`src/rtl/i2c_pkg.sv`:
```
// Shared definitions for the byte-level I2C master: command encodings,
// FSM states and the per-slot SDA drive rule.
// Imported by i2c_bit_timer and i2c_master_core.
package i2c_pkg;

  localparam logic [1:0] I2C_CMD_START = 2'b00;
  localparam logic [1:0] I2C_CMD_STOP  = 2'b01;
  localparam logic [1:0] I2C_CMD_WRITE = 2'b10;
  localparam logic [1:0] I2C_CMD_READ  = 2'b11;

  // Slots 0-7 carry data, slot 8 is the ACK slot.
  localparam logic [3:0] I2C_ACK_SLOT = 4'd8;

  typedef enum logic [1:0] {
    ST_IDLE,
    ST_START,
    ST_STOP,
    ST_BIT
  } i2c_state_t;

  // SDA pull-down for a bit slot. WRITE drives zero bits until arbitration
  // is lost and releases the ACK slot; READ releases data slots and drives
  // ack_in in the ACK slot.
  function automatic logic slot_sda_oe(input logic [3:0] slot, input logic rd,
                                       input logic bit7, input logic lost,
                                       input logic ack_bit);
    if (slot == I2C_ACK_SLOT) return rd && !ack_bit;
    return !rd && !bit7 && !lost;
  endfunction

endpackage

```
`src/rtl/i2c_bit_timer.sv`:
```
// Quarter-period divider: 2^DW clk per quarter, four quarters per bit.
// Latency: qtr_end is combinational on the last count of each quarter.
// Backpressure: in quarter 2 the count stalls while synced SCL is low (stretch).
// Ports: clk/rst; clr restarts at Q0; run enables counting; scl_hi is synced
// SCL; qtr = quarter index; qtr_first / qtr_end mark first / last cycle.
module i2c_bit_timer
  import i2c_pkg::*;
#(
  parameter int DW = 4
) (
  input  logic       clk,
  input  logic       rst,
  input  logic       clr,
  input  logic       run,
  input  logic       scl_hi,
  output logic [1:0] qtr,
  output logic       qtr_first,
  output logic       qtr_end
);

  logic [DW-1:0] cnt;
  logic          hold;

  // The first two counts of Q2 cover the synchroniser delay after SCL is
  // released, so an unstretched quarter keeps its nominal length and a
  // stretch lengthens it by exactly the time the slave holds SCL low.
  // Needs DW >= 2.
  assign hold      = (qtr == 2'd2) && (cnt > DW'(1)) && !scl_hi;
  assign qtr_end   = run && !hold && (&cnt);
  assign qtr_first = run && (cnt == '0);

  always_ff @(posedge clk or negedge rst) begin
    if (!rst) begin
      cnt <= '0;
      qtr <= 2'd0;
    end else if (clr) begin
      cnt <= '0;
      qtr <= 2'd0;
    end else if (run && !hold) begin
      cnt <= cnt + DW'(1);
      if (&cnt) qtr <= qtr + 2'd1;
    end
  end

endmodule

```
`src/rtl/i2c_master_core.sv`:
```
// Single-master byte-level I2C engine: START, STOP, WRITE byte, READ byte.
// Latency: START/STOP 4 quarters, WRITE/READ 36 quarters; ready rises as the last quarter ends.
// Backpressure: one command at a time via ready/stb; SCL stretching in Q2 lengthens the command.
// Ports: scl_oe/sda_oe pull pads low, scl_i/sda_i pad levels; cmd/data_in/
// ack_in/stb command input; data_out/ack_out/err_out status; ready = idle.
module i2c_master_core
  import i2c_pkg::*;
#(
  parameter int DW = 4
) (
  input  logic       clk,
  input  logic       rst,
  output logic       scl_oe,
  input  logic       scl_i,
  output logic       sda_oe,
  input  logic       sda_i,
  input  logic [7:0] data_in,
  input  logic       ack_in,
  input  logic [1:0] cmd,
  input  logic       stb,
  output logic [7:0] data_out,
  output logic       ack_out,
  output logic       err_out,
  output logic       ready
);

  i2c_state_t state;
  logic       scl_m, scl_s, sda_m, sda_s;
  logic [1:0] qtr;
  logic       qtr_first, qtr_end;
  logic       accept, sample;
  logic [3:0] slot;
  logic [7:0] sh;       // tx byte for WRITE, rx byte for READ
  logic       rd, ack_bit, lost;

  // Pad synchronisers; reset to the idle (pulled-up) level.
  always_ff @(posedge clk or negedge rst) begin
    if (!rst) begin
      scl_m <= 1'b1;
      scl_s <= 1'b1;
      sda_m <= 1'b1;
      sda_s <= 1'b1;
    end else begin
      scl_m <= scl_i;
      scl_s <= scl_m;
      sda_m <= sda_i;
      sda_s <= sda_m;
    end
  end

  assign accept = ready && stb;
  assign sample = (state == ST_BIT) && (qtr == 2'd3) && qtr_first;

  i2c_bit_timer #(.DW(DW)) u_timer (
    .clk       (clk),
    .rst       (rst),
    .clr       (accept),
    .run       (state != ST_IDLE),
    .scl_hi    (scl_s),
    .qtr       (qtr),
    .qtr_first (qtr_first),
    .qtr_end   (qtr_end)
  );

  // Each quarter-end edge loads the pad drive for the following quarter,
  // so scl_oe/sda_oe are registered and line up with the divider.
  always_ff @(posedge clk or negedge rst) begin
    if (!rst) begin
      state    <= ST_IDLE;
      ready    <= 1'b1;
      scl_oe   <= 1'b0;
      sda_oe   <= 1'b0;
      data_out <= 8'h00;
      ack_out  <= 1'b0;
      err_out  <= 1'b0;
      slot     <= 4'd0;
      sh       <= 8'h00;
      rd       <= 1'b0;
      ack_bit  <= 1'b0;
      lost     <= 1'b0;
    end else if (accept) begin
      ready   <= 1'b0;
      err_out <= 1'b0;
      sh      <= data_in;
      rd      <= (cmd == I2C_CMD_READ);
      ack_bit <= ack_in;
      slot    <= 4'd0;
      lost    <= 1'b0;
      scl_oe  <= 1'b1;
      case (cmd)
        I2C_CMD_START: begin state <= ST_START; sda_oe <= 1'b0; end
        I2C_CMD_STOP:  begin state <= ST_STOP;  sda_oe <= 1'b1; end
        default: begin
          state  <= ST_BIT;
          sda_oe <= slot_sda_oe(4'd0, cmd == I2C_CMD_READ, data_in[7], 1'b0, ack_in);
        end
      endcase
    end else begin
      if (sample && slot != I2C_ACK_SLOT) begin
        sh <= {sh[6:0], sda_s};
        // A released '1' read back low means another master owns the bus.
        if (!rd && sh[7] && !lost && !sda_s) begin
          lost    <= 1'b1;
          err_out <= 1'b1;
        end
      end
      if (sample && slot == I2C_ACK_SLOT && !rd) ack_out <= sda_s;

      if (qtr_end) begin
        case (state)
          ST_START: begin
            if (qtr == 2'd0)      scl_oe <= 1'b0;
            else if (qtr == 2'd1) sda_oe <= 1'b1;
            else if (qtr == 2'd2) scl_oe <= 1'b1;
            else begin
              state <= ST_IDLE;
              ready <= 1'b1;
            end
          end
          ST_STOP: begin
            if (qtr == 2'd0)      scl_oe <= 1'b0;
            else if (qtr == 2'd1) sda_oe <= 1'b0;
            else if (qtr == 2'd3) begin
              if (!sda_s) err_out <= 1'b1;
              state <= ST_IDLE;
              ready <= 1'b1;
            end
          end
          ST_BIT: begin
            if (qtr == 2'd1) scl_oe <= 1'b0;
            else if (qtr == 2'd3) begin
              scl_oe <= 1'b1;
              if (slot == I2C_ACK_SLOT) begin
                sda_oe <= 1'b0;
                state  <= ST_IDLE;
                ready  <= 1'b1;
                if (rd) data_out <= sh;
              end else begin
                slot   <= slot + 4'd1;
                sda_oe <= slot_sda_oe(slot + 4'd1, rd, sh[7], lost, ack_bit);
              end
            end
          end
          default: ;
        endcase
      end
    end
  end

endmodule

```
`config.mk`:
```
export PLATFORM = sky130hd
export DESIGN_NAME = i2c_master_core
export DESIGN_NICKNAME = d
export VERILOG_FILES = /design/src/rtl/i2c_pkg.sv /design/src/rtl/i2c_bit_timer.sv /design/src/rtl/i2c_master_core.sv
export SDC_FILE = /design/constraint.sdc
export NUM_CORES = 1
export LEC_CHECK = 0
export ABC_AREA = 1
export ABC_CLOCK_PERIOD_IN_PS = 3000
export CAP_MARGIN = 20
export CORE_ASPECT_RATIO = 0.6
export CORE_UTILIZATION = 29
export DETAILED_ROUTE_END_ITERATION = 7
export PLACE_DENSITY_LB_ADDON = 0.05
export SYNTH_ARGS = -nofsm -noshare
export SYNTH_HDL_FRONTEND = slang
export SYNTH_SLANG_ARGS = --single-unit
```
`constraint.sdc`:
```
create_clock -name clk -period 3 [get_ports clk]
set_input_delay 0.3 -clock clk [delete_from_list [all_inputs] [get_ports clk]]
set_output_delay 0.3 -clock clk [all_outputs]
set_load 0.02 [all_outputs]
```
==> impl.org <==
** GRT
- The number of global-route vias before repair was 1674.
- Met3 Resource Use GR :: 4.34%
- Antenna violations before repair :: 0
- Global Route Usage Sum :: 15.3%
- Top Usage Layer GRT :: met1
- In the global route stage, met2 resource usage came out at 17.9%.
- The first global-routing pass estimated 9050 um of wire.
- Entering global routing, the biggest net connects 41 pins.
- Global routing used 25.0% of the available met1 tracks.
- GR Overflow Total :: 0

** Floorplanning
- During I/O placement, the number of pins put on the boundary was 29.
- Placement row count :: 24
- The region available for standard cell placement spans 0.00736 mm2.
- In this run the horizontal extent of the chip is 115 um.
- Full die area :: 0.00804 mm2
- Chip Height :: 69.9 um
- Initial core utilization :: 30.3%

** Cells and area
- The number of antenna diodes in the final layout is 0.
- Measured on the finished design, the core utilization comes to 37.5%.
- Fill cells in the final layout number 771.
- Cells with a size suffix above 1 make up 12.8% of the layout.
- Final #Nets :: 326
- From synthesis to final layout, the design area changed by 23.9%.
- After routing the design area is 0.00276 mm2.

** Timing
- Counting I/O delays and the setup requirement, the final critical path takes 1.97 ns.
- Adding up every negative setup slack in the final design gives 0 ns.
- Headroom to the max-slew limit :: 37.8%
- In the post-route analysis, the smallest setup slack over all paths is 1.03 ns.
- Static timing analysis puts the maximum clock frequency at 0.508 GHz.
- Final setup violation count :: 0
- Across the routed clock network, the largest skew measured is 0.00383 ns.
- Setup repair after global routing missed its margin :: no
- The final critical path takes up 65.6% of the cycle.
- Transition at the pin with the smallest max-transition slack :: 0.933 ns
- Number of max-slew violations in the final report :: 0
- The number of hold-slack violations in the final timing report came to 0.

** Setup path
- The setup path with the least slack is of type reg -> reg.
- Critical path data required time :: 3.16 ns
- Of all nets on the critical path, the largest fanout is 16.
- Largest stage delay on the critical path :: 0.39 ns
- Setup slack on the worst reg-to-reg path comes out at 1.03 ns.
- The worst register-to-register path begins at u_timer.qtr[1].
- Worst-path cell chain :: inv_1, ha_1, inv_2, nand2_1, nor4_4, nand3_2, nand2_1, o21ai_2
- Arrival time of data at the critical path endpoint :: 2.13 ns
- Endpoint type of the worst setup path :: flip-flop
- CP most frequent cell :: sky130_fd_sc_hd__nand2_1
- Cell with the largest stage delay on the worst path :: sky130_fd_sc_hd__nand3_2
- Startpoint class of the critical path :: flip-flop
- The endpoint identified for the worst register-to-register timing path is data_out[6].
- Counting cells, the worst reg-to-reg path comes to 8.

** Detailed routing
- Antenna Violating Nets Remaining :: 0
- Routed wire length per instance :: 13.6 um
- Detailed-route via count :: 1746
- The first detailed-routing pass ran for 6 iterations.
- Dividing the detail-routed via count by the number of cells gives 4.34.
- In the routed design, unresolved DRC markers number 0.
- WL final :: 5460 um
- Drt initial violations :: 121

** CTS
- Hold buffer count at cts :: 0
- CTS saw 40 sinks.
- Number of buffers created by CTS :: 5
- The clock passes through at most 2 buffers.
- TritonCTS clock tree :: done
- Clock root buffer master :: sky130_fd_sc_hd__clkbuf_16
- The later pin in the worst-skew pair is clocked with a latency of 0.28 ns.
- Post-CTS repair changed the size of 0 cells.
- H-tree depth :: 2
- CTS clk-pin slew, worst paths :: 0.06 ns
- Total setup buffers inserted after CTS :: 0

** Logic synthesis
- Prevailing post-synth register cell :: sky130_fd_sc_hd__dfrtp_1
- The synthesized design contains 40 register bits.
- Yosys mapped a number of flops with a built-in enable equal to 0.
- The share of the Yosys chip area taken by registers is 45.3%.
- When the netlist entered floorplanning its net count stood at 296.
- Async SR Flop Fraction :: 100%
- Portion of synthesized cell area occupied by the leading cell type :: 39.3%
- Dividing the synthesized area by the synthesized cell count gives 8.34 um2.
- The synthesized netlist occupies a cell area of 0.00223 mm2.
- Synth unique cells :: 31
- Number of synthesis warnings :: 0
- Most frequent cell after synthesis :: sky130_fd_sc_hd__nand2_1
- Sorting the synthesized cells by how often they occur yields 53 x sky130_fd_sc_hd__nand2_1, 40 x sky130_fd_sc_hd__inv_1, 35 x sky130_fd_sc_hd__dfrtp_1.
- Area leader, netlist :: sky130_fd_sc_hd__dfrtp_1
- Post-Synthesis Cells :: 267
- Leading cell types by total area after synthesis :: sky130_fd_sc_hd__dfrtp_1 39%, sky130_fd_sc_hd__nand2_1 8.9%, sky130_fd_sc_hd__ha_1 7.3%, sky130_fd_sc_hd__inv_1 6.7%, sky130_fd_sc_hd__dfstp_2 5.9%

** Placed design
- Prior to clock tree synthesis, the placed netlist has a worst setup slack of 0.748 ns.
- Summing all placed instances gives a cell area of 0.00260 mm2.
- Final weighted congestion of routability-driven global placement :: 0.755
- After legalization and detailed placement, the total HPWL measured 4080 um.
- During placement, the flow inserted port buffers numbering 28.

** Pwr
- Overall power consumption after layout is estimated at 2300 uW.
- Total leakage power :: 0.00132 uW
- Pwr dens :: 834 mW/mm2
- The worst-case IR drop observed on VDD is 0.294 mV.

** Status
- Status :: completed

** Worst hold path
- The tightest min-delay check is of the in -> async type.

** Run
- The tool flagged a number of max-cap violations equal to 0.
-- flip-flops by register name, summed over array words and instances (netlist names) --
signal and flops:
data_out 8, sh 8, slot 4, u_timer.cnt 4
state 2, u_timer.qtr 2, ack_bit 1, ack_out 1
err_out 1, lost 1, rd 1, ready 1
scl_m 1, scl_oe 1, scl_s 1, sda_m 1
sda_oe 1, sda_s 1
-- layer usage --
layer | share of wire, % | wire length, um | vias up
met5 | 0 | 0 | -
met4 | 1.3 | 73 | 0
met3 | 3.4 | 186 | 4
met2 | 35 | 1890 | 25
met1 | 61 | 3300 | 796
li1 | - | - | 921
-- worst max path at each step --
stage / cells after the start / start / end
global placement: 7 / stb / sda_oe
detailed placement: 7 / stb / data_out[2]
CTS: 6 / ready / sda_oe
global route: 6 / ready / sda_oe
floorplan: 9 / u_timer.qtr[1] / data_out[7]
finish: 8 / u_timer.qtr[1] / data_out[6]
-- kinds of logic (layout without fill, tap and decap cells) --
kind of cell / after synthesis / count (layout) / synth area share [%]
and+or+nand+nor: 118 / 118 / 24.8
buffers and inverters: 48 / 79 / 8.77
AOI/OAI and AO/OA: 47 / 47 / 13.4
DFF: 40 / 40 / 45.3
adders and majority gates: 13 / 13 / 7.31
xor gates and xnor gates: 1 / 1 / 0.394
-- worst max-delay path: cells and delay by family, from the launching register on --
family / cells / cell delay, ns
simple gates: 4 / 0.94
fa+ha+maj: 1 / 0.30
compound gates: 1 / 0.07
flops: 1 / 0.37
buf+inv: 2 / 0.17
-- where the power goes --
group | total (uW) | switching [uW] | internal [uW]
Combinational | 928 | 590 | 338
Clock | 560 | 206 | 354
Sequential | 812 | 113 | 699
-- metrics by stage --
| stage | hold WS (ns) | instances |
|---|---|---|
| after floorplan | 0.00441 | 267 |
| after global placement | 0.346 | 394 |
| after detailed placement | 0.347 | 394 |
| after CTS | 0.210 | 402 |
| after global routing | 0.231 | 402 |
| final | 0.141 | 402 |
-- cell type report --
cell class / instances / area (um2) / share of cell area (%)
well taps: 104 / 130 / 4.72
clock buffers: 8 / 156 / 5.67
flip-flops and latches: 40 / 1010 / 36.5
repair buffers: 29 / 283 / 10.3
inverters: 42 / 158 / 5.72
multi-input cells: 179 / 1020 / 37.1
-- cell usage in the layout, fill, tap and decap left out, types with 2 or more instances in the layout --
cell,count
sky130_fd_sc_hd__nand2_1,53
sky130_fd_sc_hd__inv_1,40
sky130_fd_sc_hd__dfrtp_1,35
sky130_fd_sc_hd__clkdlybuf4s50_1,27
sky130_fd_sc_hd__nor2_1,24
sky130_fd_sc_hd__nand3_1,18
sky130_fd_sc_hd__o21ai_0,17
sky130_fd_sc_hd__ha_1,13
sky130_fd_sc_hd__nand2_2,8
sky130_fd_sc_hd__o21ai_2,8
sky130_fd_sc_hd__o211ai_1,7
sky130_fd_sc_hd__o21ai_1,6
sky130_fd_sc_hd__a21oi_1,5
sky130_fd_sc_hd__clkbuf_16,5
sky130_fd_sc_hd__dfstp_2,5
sky130_fd_sc_hd__nor3_1,4
sky130_fd_sc_hd__nand4_1,4
sky130_fd_sc_hd__inv_2,2
sky130_fd_sc_hd__nand3b_1,2
sky130_fd_sc_hd__clkbuf_8,2
Note: power is estimated with default switching activity, not from simulation.
